==> config.mk <==
export PLATFORM = sky130hd
export DESIGN_NAME = binary_mul_15_1_acc
export DESIGN_NICKNAME = d
export VERILOG_FILES = /design/src/rtl/binary_mul_15_1_acc.sv
export SDC_FILE = /design/constraint.sdc
export NUM_CORES = 1
export LEC_CHECK = 0
export CAP_MARGIN = 20
export CORE_ASPECT_RATIO = 0.9
export CORE_MARGIN = 1
export CORE_UTILIZATION = 40
export CTS_BUF_LIST = sky130_fd_sc_hd__clkbuf_16
export DETAILED_ROUTE_END_ITERATION = 16
export GPL_TIMING_DRIVEN = 0
export HOLD_SLACK_MARGIN = 0.06
export PLACE_DENSITY_LB_ADDON = 0.25
export RECOVER_POWER = 50
export SLEW_MARGIN = 20
export SYNTH_ARGS = -nofsm -noshare
export SYNTH_HDL_FRONTEND = slang
export SYNTH_SLANG_ARGS = --single-unit
==> constraint.sdc <==
create_clock -name clk -period 6.3 [get_ports clk]
set_input_delay 0.945 -clock clk [delete_from_list [all_inputs] [get_ports clk]]
set_output_delay 0.945 -clock clk [all_outputs]
set_load 0.1 [all_outputs]
==> src/rtl/binary_mul_15_1_acc.sv <==
// Group accumulator for signed 15x15 multiplier products with a one-deep result holding stage.
// Define BINARY_MUL_ACC_SAT_EN to saturate each addition; otherwise additions wrap modulo 2^36.
module binary_mul_15_1_acc #(
    parameter int MAX_LEN = 128
) (
    input  logic        clk,
    input  logic        rst,
    input  logic        en,
    input  logic        in_valid,
    output logic        in_ready,
    input  logic [28:0] in_data,
    input  logic        in_last,
    output logic        out_valid,
    input  logic        out_ready,
    output logic [35:0] out_data,
    output logic [7:0]  out_count,
    output logic        out_ovf
);

    typedef enum logic {
        ACC  = 1'b0,
        HOLD = 1'b1
    } state_t;

    localparam logic [7:0] MAX_CNT = 8'(MAX_LEN);

    state_t      state;
    state_t      state_next;
    logic [35:0] acc;
    logic [7:0]  cnt;

    logic        in_fire;
    logic        out_fire;
    logic        first;
    logic [35:0] beat;
    logic [35:0] sum;
    logic [7:0]  cnt_inc;
    logic        at_max;
    logic        close;

    function automatic logic [35:0] add36(input logic [35:0] a, input logic [35:0] b);
`ifdef BINARY_MUL_ACC_SAT_EN
        logic [36:0] s;
        s = {a[35], a} + {b[35], b};
        if (s[36] != s[35]) begin
            add36 = s[36] ? 36'h8_0000_0000 : 36'h7_FFFF_FFFF;
        end else begin
            add36 = s[35:0];
        end
`else
        add36 = a + b;
`endif
    endfunction

    // Handshake, next-sum and group-close decode.
    always_comb begin
        in_ready = (state == ACC) ? 1'b1 : out_ready;
        in_fire  = en & in_valid & in_ready;
        out_fire = en & out_valid & out_ready;
        // cnt is cleared whenever a group closes, so zero marks a fresh group.
        first    = (cnt == 8'd0);
        beat     = {{7{in_data[28]}}, in_data};
        sum      = first ? beat : add36(acc, beat);
        cnt_inc  = first ? 8'd1 : (cnt + 8'd1);
        at_max   = (cnt_inc == MAX_CNT);
        close    = in_last | at_max;
    end

    // Next-state decode.
    always_comb begin
        state_next = state;
        if (in_fire && close) begin
            state_next = HOLD;
        end else if (out_fire) begin
            state_next = ACC;
        end else begin
            state_next = state;
        end
    end

    // State register.
    always_ff @(posedge clk) begin
        if (rst) begin
            state <= ACC;
        end else begin
            state <= state_next;
        end
    end

    // Accumulator, counter and result registers.
    always_ff @(posedge clk) begin
        if (rst) begin
            acc       <= 36'd0;
            cnt       <= 8'd0;
            out_valid <= 1'b0;
            out_data  <= 36'd0;
            out_count <= 8'd0;
            out_ovf   <= 1'b0;
        end else if (in_fire) begin
            if (close) begin
                out_data  <= sum;
                out_count <= cnt_inc;
                out_ovf   <= at_max & ~in_last;
                out_valid <= 1'b1;
                acc       <= 36'd0;
                cnt       <= 8'd0;
            end else begin
                acc <= sum;
                cnt <= cnt_inc;
                if (out_fire) begin
                    out_valid <= 1'b0;
                end
            end
        end else if (out_fire) begin
            out_valid <= 1'b0;
            acc       <= 36'd0;
            cnt       <= 8'd0;
        end
    end

endmodule

==> results of run 1 <==
==> flip-flops by register name, summed over array words and instances (netlist names) <==
| name | count |
|---|---|
| out_valid | 1 |
| out_data | 36 |
| state | 1 |
| acc | 36 |
| out_ovf | 1 |
| out_count | 8 |
| cnt | 8 |
==> cell usage in the layout (no fill, tap or decap), drive strengths merged, types with 25 or more instances in the layout <==
cell type | Yosys | final
a21oi | 78 | 78
clkbuf | 22 | 37
clkdlybuf4s50 | 0 | 33
dfxtp | 91 | 91
dlygate4sd3 | 0 | 47
ha | 37 | 37
nand2 | 77 | 77
nor2 | 91 | 91
nor3 | 25 | 25
o21ai | 63 | 63
==> per-stage QoR <==
stage	total power [mW]	hold WS [ps]
after floorplan	0.9008	429.1
after global placement	1.007	442.8
after detailed placement	1.008	447.5
after CTS	1.519	456.2
after global routing	1.568	479.7
final	1.503	454.5
==> cell type report <==
class | count | share of cell area, %
multi-input cells | 585 | 52.41
flip-flops and latches | 91 | 25.61
repair buffers | 80 | 11.26
well taps | 193 | 3.394
clock buffers | 9 | 3.166
plain buffers | 45 | 2.937
inverters | 12 | 0.6331
clock inverters | 7 | 0.5980
==> power breakdown <==
| group | switching, mW | internal, mW |
|---|---|---|
| Combinational | 0.263 | 0.117 |
| Sequential | 0.0132 | 0.598 |
| Clock | 0.245 | 0.266 |
| Total | 0.521 | 0.981 |
==> kinds of logic after synthesis <==
logic type / share of synthesized area, %
adders and majority gates: 8.262
DFF: 31.16
muxes: 1.541
and+or+nand+nor: 21.45
xor gates and xnor gates: 4.944
buffers and inverters: 4.730
AOI/OAI and AO/OA: 27.91
==> worst max-delay path, stage by stage, from the launching register on <==
cell      delay (ps)
dfxtp_1          430
ha_1             320
and3_1           270
and2_0           220
mux2i_1           90
a21oi_1          170
nor3b_1          130
o21ai_0         1330
clkbuf_1         530
nor2_1           160
nor3_2           130
==> worst paths after layout <==
kind         slack (ps)  cells past startpoint    start     endpoint
max                2430                     10   cnt[0]  out_data[6]
min                 450                      2  acc[23]      acc[23]
max reg2reg        2430                     10   cnt[0]  out_data[6]
min reg2reg         450                      2  acc[23]      acc[23]
==> per-layer routing <==
| metal | vias up | part of all wire, % | track usage (%) |
|---|---|---|---|
| li1 | 2823 | - | - |
| met1 | 2568 | 48 | 32.58 |
| met2 | 180 | 42 | 36.38 |
| met3 | 15 | 8.3 | 6.413 |
| met4 | 0 | 1.2 | 5.814 |
| met5 | - | 0 | 0 |
==> run summary, run 1 <==
Status: finished with violations
Failing checks: max-capacitance violations, max-slew violations
Setup bufs post-CTS: 0
Final HPWL DP: 12710 um
Pre-CTS setup slack: 2182 ps
Maximum vdd drop: 0.1395 mV
Root Buffer Master: clkbuf_16
Total gr overflow: 0
Post-synth top area cell: dfxtp_1
Min-delay worst type: register to register
H-tree depth: 3
Storage element area: 1822 um^2
Vias in the first global route: 5095
Max-Slew Margin vs Limit: -16.70%
Critical path class: register to register
Worst EP required: 6590 ps
Max Cap Viol: 1
Fmax: 258.5 MHz
Largest net degree at the start of global routing: 16
Leak: 2.963 nW
Main synth FF type: dfxtp_1
Layout Nets: 897
Clock slew seen by the registers of the worst setup and hold paths: 70 ps
Most frequent cells after synthesis: dfxtp_1 (91), nor2_1 (91), a21oi_1 (78)
CP startpoint kind: register
RSZ-0062 raised after global routing: no
Ports: 82
I/O Buffers: 80
Initial antenna violation count: 0
Synth cell types: 66
Filler cells: 1411
Placed insts: 1006
Clock Skews: 13.75 ps
RD Place Congestion: 0.9292
Gate Count Post-Synth: 733
Asr flop ratio synth: 0%
Least-Margin Pin Slew: 1732 ps
CTS resizes: 0
Largest cells by area after synthesis: dfxtp_1 (31%), ha_1 (7.9%), a21oi_1 (6.7%)
Setup TNS: 0 ps
Finished Layout Cells: 1022
Worst Slack Setup Final: 2432 ps
Core Footprint: 14160 um^2
Sink Count: 91
Drt first-iter violations: 431
Ant. Diodes: 0
Skew-Pair Late Insertion Delay: 360 ps
Min Tclk post-route: 3868 ps
Die Ht: 116.7 um
P&R area growth vs syn: 21.70%
Total CTS buffers: 9
Layout cells sized above 1: 7.841%
Sequential share of the synthesized area: 31.16%
DRT Wirelength: 17020 um
Total track usage: 23.59%
First-pass GRT wire length: 26950 um
Placed Area: 6888 um^2
WP data arrival: 4150 ps
Number of synthesized flops with an enable pin: 0
Synth Area per Inst: 7.975 um^2
CP endpoint kind: register
Hold violation count in the final report: 0
Die area: 15100 um^2
Fin area: 7114 um^2
Flops & latches, synth: 91
Footprint of the multi-input gates: 3729 um^2
Count of final setup violators: 0
WL/cell: 16.66 um
Mapped Area: 5846 um^2
Cell area power density: 211.2 nW/um^2
Remaining DRCs: 0
Die width: 129.4 um
Post-route ant nets: 0
Site Rows: 41
Final Cycle Share: 61.39%
Post-synth top area share: 31.16%
Routed vias/inst: 5.466
DR pass1 iterations: 5
CTS max path bufs: 2
Util after Layout: 50.25%
Critical-path maximum fanout: 10
Synthesis warning total: 0
Routed vias: 5586
Initial Util: 41.29%
TritonCTS clock tree: yes
Syn_nets: 806
Max-slew violations: 10
# hold bufs at CTS: 0
Power figures use the tool's default switching activity.
==> run 2, diff against run 1 <==
==> constraint.sdc (replaced) <==
create_clock -name clk -period 3.59 [get_ports clk]
set_input_delay 0.5385 -clock clk [delete_from_list [all_inputs] [get_ports clk]]
set_output_delay 0.5385 -clock clk [all_outputs]
set_load 0.1 [all_outputs]
==> run 2 against run 1 <==
Compared with the run above: the run now ends clean; clock power grew 74%; sequential share of layout area is 0.067 points lower; final area grew 0.26%; wire length decreased by 0.55%; critical path type is now input port to register; critical endpoint is now out_data[22].
==> run summary, run 2 (synthesis results as in run 1) <==
Status: finished, final reports clean
Storage element area: 1822 um^2
Routed vias: 5556
Ant. Diodes: 0
Critical Path Slowest Stage Cell: fa_1
Total CTS buffers: 9
Initial antenna violation count: 0
Total gr overflow: 0
Remaining DRCs: 0
# hold bufs at CTS: 0
Sink Count: 91
Commonest cells after routing, fill and taps aside: nor2_1 (91), dfxtp_1 (91), a21oi_1 (77)
CP endpoint kind: register
Least-Margin Pin Slew: 997.0 ps
Hold violation count in the final report: 0
Die width: 129.4 um
Clock slew seen by the registers of the worst setup and hold paths: 60 ps
Max-slew violations: 0
DR pass1 iterations: 5
Vias in the first global route: 5095
Finished Layout Cells: 1022
Footprint of the multi-input gates: 3741 um^2
I/O Buffers: 80
Core Footprint: 14160 um^2
Placed Area: 6888 um^2
Most Crowded Layer GR: met2
First-pass GRT wire length: 26950 um
Layout Nets: 897
Placed insts: 1006
Met2 capacity usage during global routing: 36.38%
Total track usage: 23.59%
Crit path max-delay family: compound AO/OA/AOI/OAI gates
Final HPWL DP: 12710 um
Site Rows: 41
RSZ-0062 raised after global routing: no
Comb pwr share: 25.4%
Count of final setup violators: 0
Min-delay worst type: register to register
Filler cells: 1411
TritonCTS clock tree: yes
Routing usage on met1: 32.58%
Net Switching: 0.9087 mW
Sw Ratio: 34.54%
Fin area: 7133 um^2
RD Place Congestion: 0.9292
Util after Layout: 50.38%
Internal: 1.723 mW
Sequential power share: 40.7%
Regs by FF count: acc x36, out_data x36
Clock Skews: 13.06 ps
Die Ht: 116.7 um
Drt first-iter violations: 480
CTS max path bufs: 2
WP buf/inv: 1
Clock power frac: 33.9%
Overall Power: 2.631 mW
H-tree depth: 3
Layout cells sized above 1: 8.565%
Max incr delay on CP: 460 ps
Max-Slew Margin vs Limit: 33.32%
Cell area power density: 368.9 nW/um^2
Largest net degree at the start of global routing: 16
Worst hold slack: 455.2 ps
Skew-Pair Late Insertion Delay: 360 ps
WL/cell: 16.57 um
Max Cap Viol: 0
Worst Slack Setup Final: 300.6 ps
Pre-CTS setup slack: -121.7 ps
Worst EP required: 3890 ps
P&R area growth vs syn: 22.02%
Die area: 15100 um^2
Post-route ant nets: 0
Initial Util: 41.29%
Leak: 2.979 nW
Fmax: 304.0 MHz
Maximum vdd drop: 0.2453 mV
WP data arrival: 3590 ps
Min Tclk post-route: 3289 ps
Cells along the critical path: clkdlybuf4s50_1 -> ha_1 -> fa_1 -> a211oi_2 -> o21ai_1 -> o211ai_1 -> nand2_1 -> a21oi_2 -> o21ai_1 -> a31oi_1 -> mux2i_1 -> o221a_1
Ports: 82
Routed vias/inst: 5.436
Critical path's most frequent cell: o21ai_1
Final Cycle Share: 91.63%
DRT Wirelength: 16930 um
Critical-path maximum fanout: 3
CP startpoint kind: input port
Root Buffer Master: clkbuf_16
Setup TNS: 0 ps
Met3 usage: 6.413%
Critical path class: input port to register
==> run 2: path summary, 6_finish.rpt <==
check,start,to,slack (ps),cells after the start
worst max register to register,cnt[0],out_data[6],400,10
worst min register to register,acc[23],acc[23],460,2
worst min-delay path,acc[23],acc[23],460,2
worst max-delay path,in_data[0],out_data[22],300,12
==> run 2: layout make-up <==
cell class,count,share of cell area [%]
Timing Repair Buffer,80,11.23
Clock inverter,7,0.5964
Buffer,45,3.017
Multi-Input combinational cell,585,52.45
Clock buffer,9,3.157
Tap cell,193,3.385
Inverter,12,0.6315
Sequential cell,91,25.54
==> run 2: worst reg2reg max path: cells and delay by family (launching register included) <==
kind	cells	cell delay (ps)
flip-flops	1	430
AND/OR/NAND/NOR	6	1510
buffers and inverters	1	370
adder cells (fa/ha/maj)	1	310
AO/OA/AOI/OAI	2	430
==> run 2: per-layer routing <==
layer,vias up,part of all wire [%]
li1,2825,-
met1,2544,49
met2,168,42
met3,19,7.9
met4,0,1.4
met5,-,0
==> run 2: power by group through the flow <==
stage / clock network, mW / registers, mW / logic (mW)
global placement: 0 / 1.10 / 0.672
finish: 0.891 / 1.07 / 0.668
CTS: 0.916 / 1.07 / 0.676
floorplan: 0 / 1.27 / 0.313
detailed placement: 0 / 1.10 / 0.674
global route: 0.955 / 1.08 / 0.722
==> run 2: timing repair <==
action / CTS / global route
gates resized for setup: 0 / 1
setup endpoints to repair: 0 / 1
setup buffers: 0 / 0
hold endpoints to repair: 0 / 0
==> run 3, diff against run 2 <==
--- a/config.mk
+++ b/config.mk
@@ -5,6 +5,7 @@
 export SDC_FILE = /design/constraint.sdc
 export NUM_CORES = 1
 export LEC_CHECK = 0
+export ABC_AREA = 1
 export CAP_MARGIN = 20
 export CORE_ASPECT_RATIO = 0.9
 export CORE_MARGIN = 1
==> run 3 against run 2 <==
Compared with the run above: sequential power barely moved; critical path depth rose by 3; clock-buffer cell count did not move; worst hold slack improved by 11 ps; synthesized cell count rose by 47%.
==> run summary, run 3 <==
Status: finished, final reports clean
Commonest cells after routing, fill and taps aside: nand2_1 (360), inv_1 (143), nor2_1 (115)
Skew-Pair Late Insertion Delay: 350 ps
Maximum vdd drop: 0.2944 mV
Asr flop ratio synth: 0%
Sw Ratio: 35.16%
Largest net degree at the start of global routing: 16
Drt first-iter violations: 497
Sink Count: 91
Sequential share of the synthesized area: 28.22%
Crit path max-delay family: buffers and inverters
Hold violation count in the final report: 0
WL/cell: 14.61 um
Ports: 82
Max incr delay on CP: 530 ps
Critical Path Slowest Stage Cell: clkbuf_1
Placed insts: 1356
Ant. Diodes: 0
Synth cell types: 40
WP data arrival: 3200 ps
Total gr overflow: 0
Remaining DRCs: 0
R2R Setup Slk: 670 ps
Mapped Area: 6455 um^2
RSZ-0062 raised after global routing: no
Synthesis warning total: 0
TritonCTS clock tree: yes
Commonest non-fill, non-tap cell in the layout: nand2_1
Core Footprint: 15600 um^2
Flops & latches, synth: 91
Post-synth top area cell: dfxtp_1
Sequential power share: 40.5%
Critical-path maximum fanout: 10
Min Tclk post-route: 2922 ps
Fmax: 342.2 MHz
Synth Area per Inst: 6.010 um^2
Leak: 3.769 nW
P&R area growth vs syn: 19.48%
Syn_nets: 1147
Setup TNS: 0 ps
Critical path's most frequent cell: nand2_1
Gate Count Post-Synth: 1074
R2r startpoint: cnt[0]
Total CTS buffers: 9
CP startpoint kind: register
Regs by FF count: acc x36, out_data x36
Most frequent cells after synthesis: nand2_1 (358), inv_1 (142), nor2_1 (113)
I/O Buffers: 80
Finished Layout Cells: 1372
Count of final setup violators: 0
Post-route ant nets: 0
Routed vias/inst: 4.969
Hold wc startpoint: out_data[13]
Critical path class: register to register
RD Place Congestion: 0.9250
Die Ht: 122.5 um
CTS max path bufs: 2
# hold bufs at CTS: 0
Number of synthesized flops with an enable pin: 0
Largest cells by area after synthesis: dfxtp_1 (28%), nand2_1 (21%), a21oi_1 (8.6%)
Root Buffer Master: clkbuf_16
Final HPWL DP: 16250 um
Post-synth top area share: 28.22%
Die area: 16650 um^2
R2R depth: 15
Site Rows: 43
Hold Crit Depth: 2
Layout Nets: 1238
Routed vias: 6817
Most common cell in the synthesized netlist: nand2_1
Clock slew seen by the registers of the worst setup and hold paths: 70 ps
First-pass GRT wire length: 31660 um
Internal: 1.717 mW
Max-Slew Margin vs Limit: 31.95%
Vias in the first global route: 6058
CTS resizes: 0
Cells along the critical path: ha_1 -> nand2_1 -> nor2_1 -> inv_1 -> o21ai_0 -> nand2_1 -> nand2_1 -> nor2_1 -> nand2_2 -> nand2_2 -> inv_1 -> clkbuf_1 -> clkbuf_1 -> nand2_1 -> a21oi_1
Comb pwr share: 26.3%
Setup bufs post-CTS: 0
Least-Margin Pin Slew: 1017 ps
Initial Util: 41.37%
Initial antenna violation count: 0
DRT Wirelength: 20040 um
Clock Skews: 6.258 ps
CP endpoint kind: register
Final Cycle Share: 81.40%
Max-slew violations: 0
Cell area power density: 343.3 nW/um^2
Total track usage: 24.96%
Worst EP required: 3870 ps
DR pass1 iterations: 6
Die width: 135.9 um
Clock power frac: 33.1%
Net Switching: 0.9309 mW
Min-delay worst type: register to register
Hold Path End: out_data[13]
Reg2reg end: acc[3]
WP buf/inv: 4
Max Cap Viol: 0
Main synth FF type: dfxtp_1
Layout cells sized above 1: 3.761%
H-tree depth: 3
[run 3: cell families after synthesis]
family                   count (synthesis)  synth area share (%)
AO/OA/AOI/OAI                          159                 12.77
flip-flops                              91                 28.22
adder cells (fa/ha/maj)                 38                 7.482
AND/OR/NAND/NOR                        587                 37.27
XOR/XNOR                                17                 2.307
buffers and inverters                  182                 11.94
[run 3: worst reg2reg max path, delay by kind of cell, from the launching register on]
family	cells	cell delay, ps
adder cells (fa/ha/maj)	1	230
AND/OR/NAND/NOR	8	760
flip-flops	1	410
buffers and inverters	4	1170
AO/OA/AOI/OAI	2	280
[run 3: layout make-up]
| type | instances | area, um^2 |
|---|---|---|
| multi-input combinational | 801 | 3852 |
| clock inverter | 7 | 43.79 |
| inverter | 147 | 554.3 |
| fill | 1655 | 7890 |
| tap | 202 | 252.7 |
| buffer | 35 | 161.4 |
| timing repair buffer | 80 | 800.8 |
| sequential | 91 | 1822 |
| clock buffer | 9 | 225.2 |
[run 3: worst max-delay path by stage]
stage / startpoint / cells past startpoint / to / slack [ps]
3_3_place_gp: in_data[0] / 15 / out_data[24] / 390
3_5_place_dp: in_data[0] / 15 / out_data[24] / 390
5_1_grt: cnt[0] / 15 / out_data[17] / 300
6_report: cnt[0] / 15 / acc[3] / 670
2_1_floorplan: out_ready / 10 / acc[18] / 1230
4_1_cts: in_data[0] / 15 / out_data[24] / 750
[run 3: through the flow]
step | util, % | area [um^2] | power, mW | hold WS [ps] | worst slack, ps
after floorplan | - | 6455 | 1.597 | 445.4 | 1225
after global placement | 48.12 | 7508 | 1.802 | 451.8 | 388.0
after detailed placement | 48.12 | 7508 | 1.804 | 459.8 | 386.7
after CTS | 49.85 | 7777 | 2.673 | 470.0 | 746.1
after global routing | 49.43 | 7712 | 2.766 | 490.4 | 297.3
final | 49.43 | 7712 | 2.648 | 466.0 | 667.6
[run 3: power by group through the flow]
stage / Clock, mW / Sequential (mW) / Combinational, mW
finish: 0.877 / 1.07 / 0.698
global route: 0.929 / 1.08 / 0.760
CTS: 0.888 / 1.07 / 0.711
detailed placement: 0 / 1.10 / 0.707
global placement: 0 / 1.10 / 0.706
floorplan: 0 / 1.27 / 0.330
[run 3: routing by layer]
layer / GRT usage (%) / part of all wire, %
met5: 0 / 0
met4: 7.014 / 2.1
met3: 4.296 / 5.6
met2: 40.82 / 45
met1: 33.62 / 47
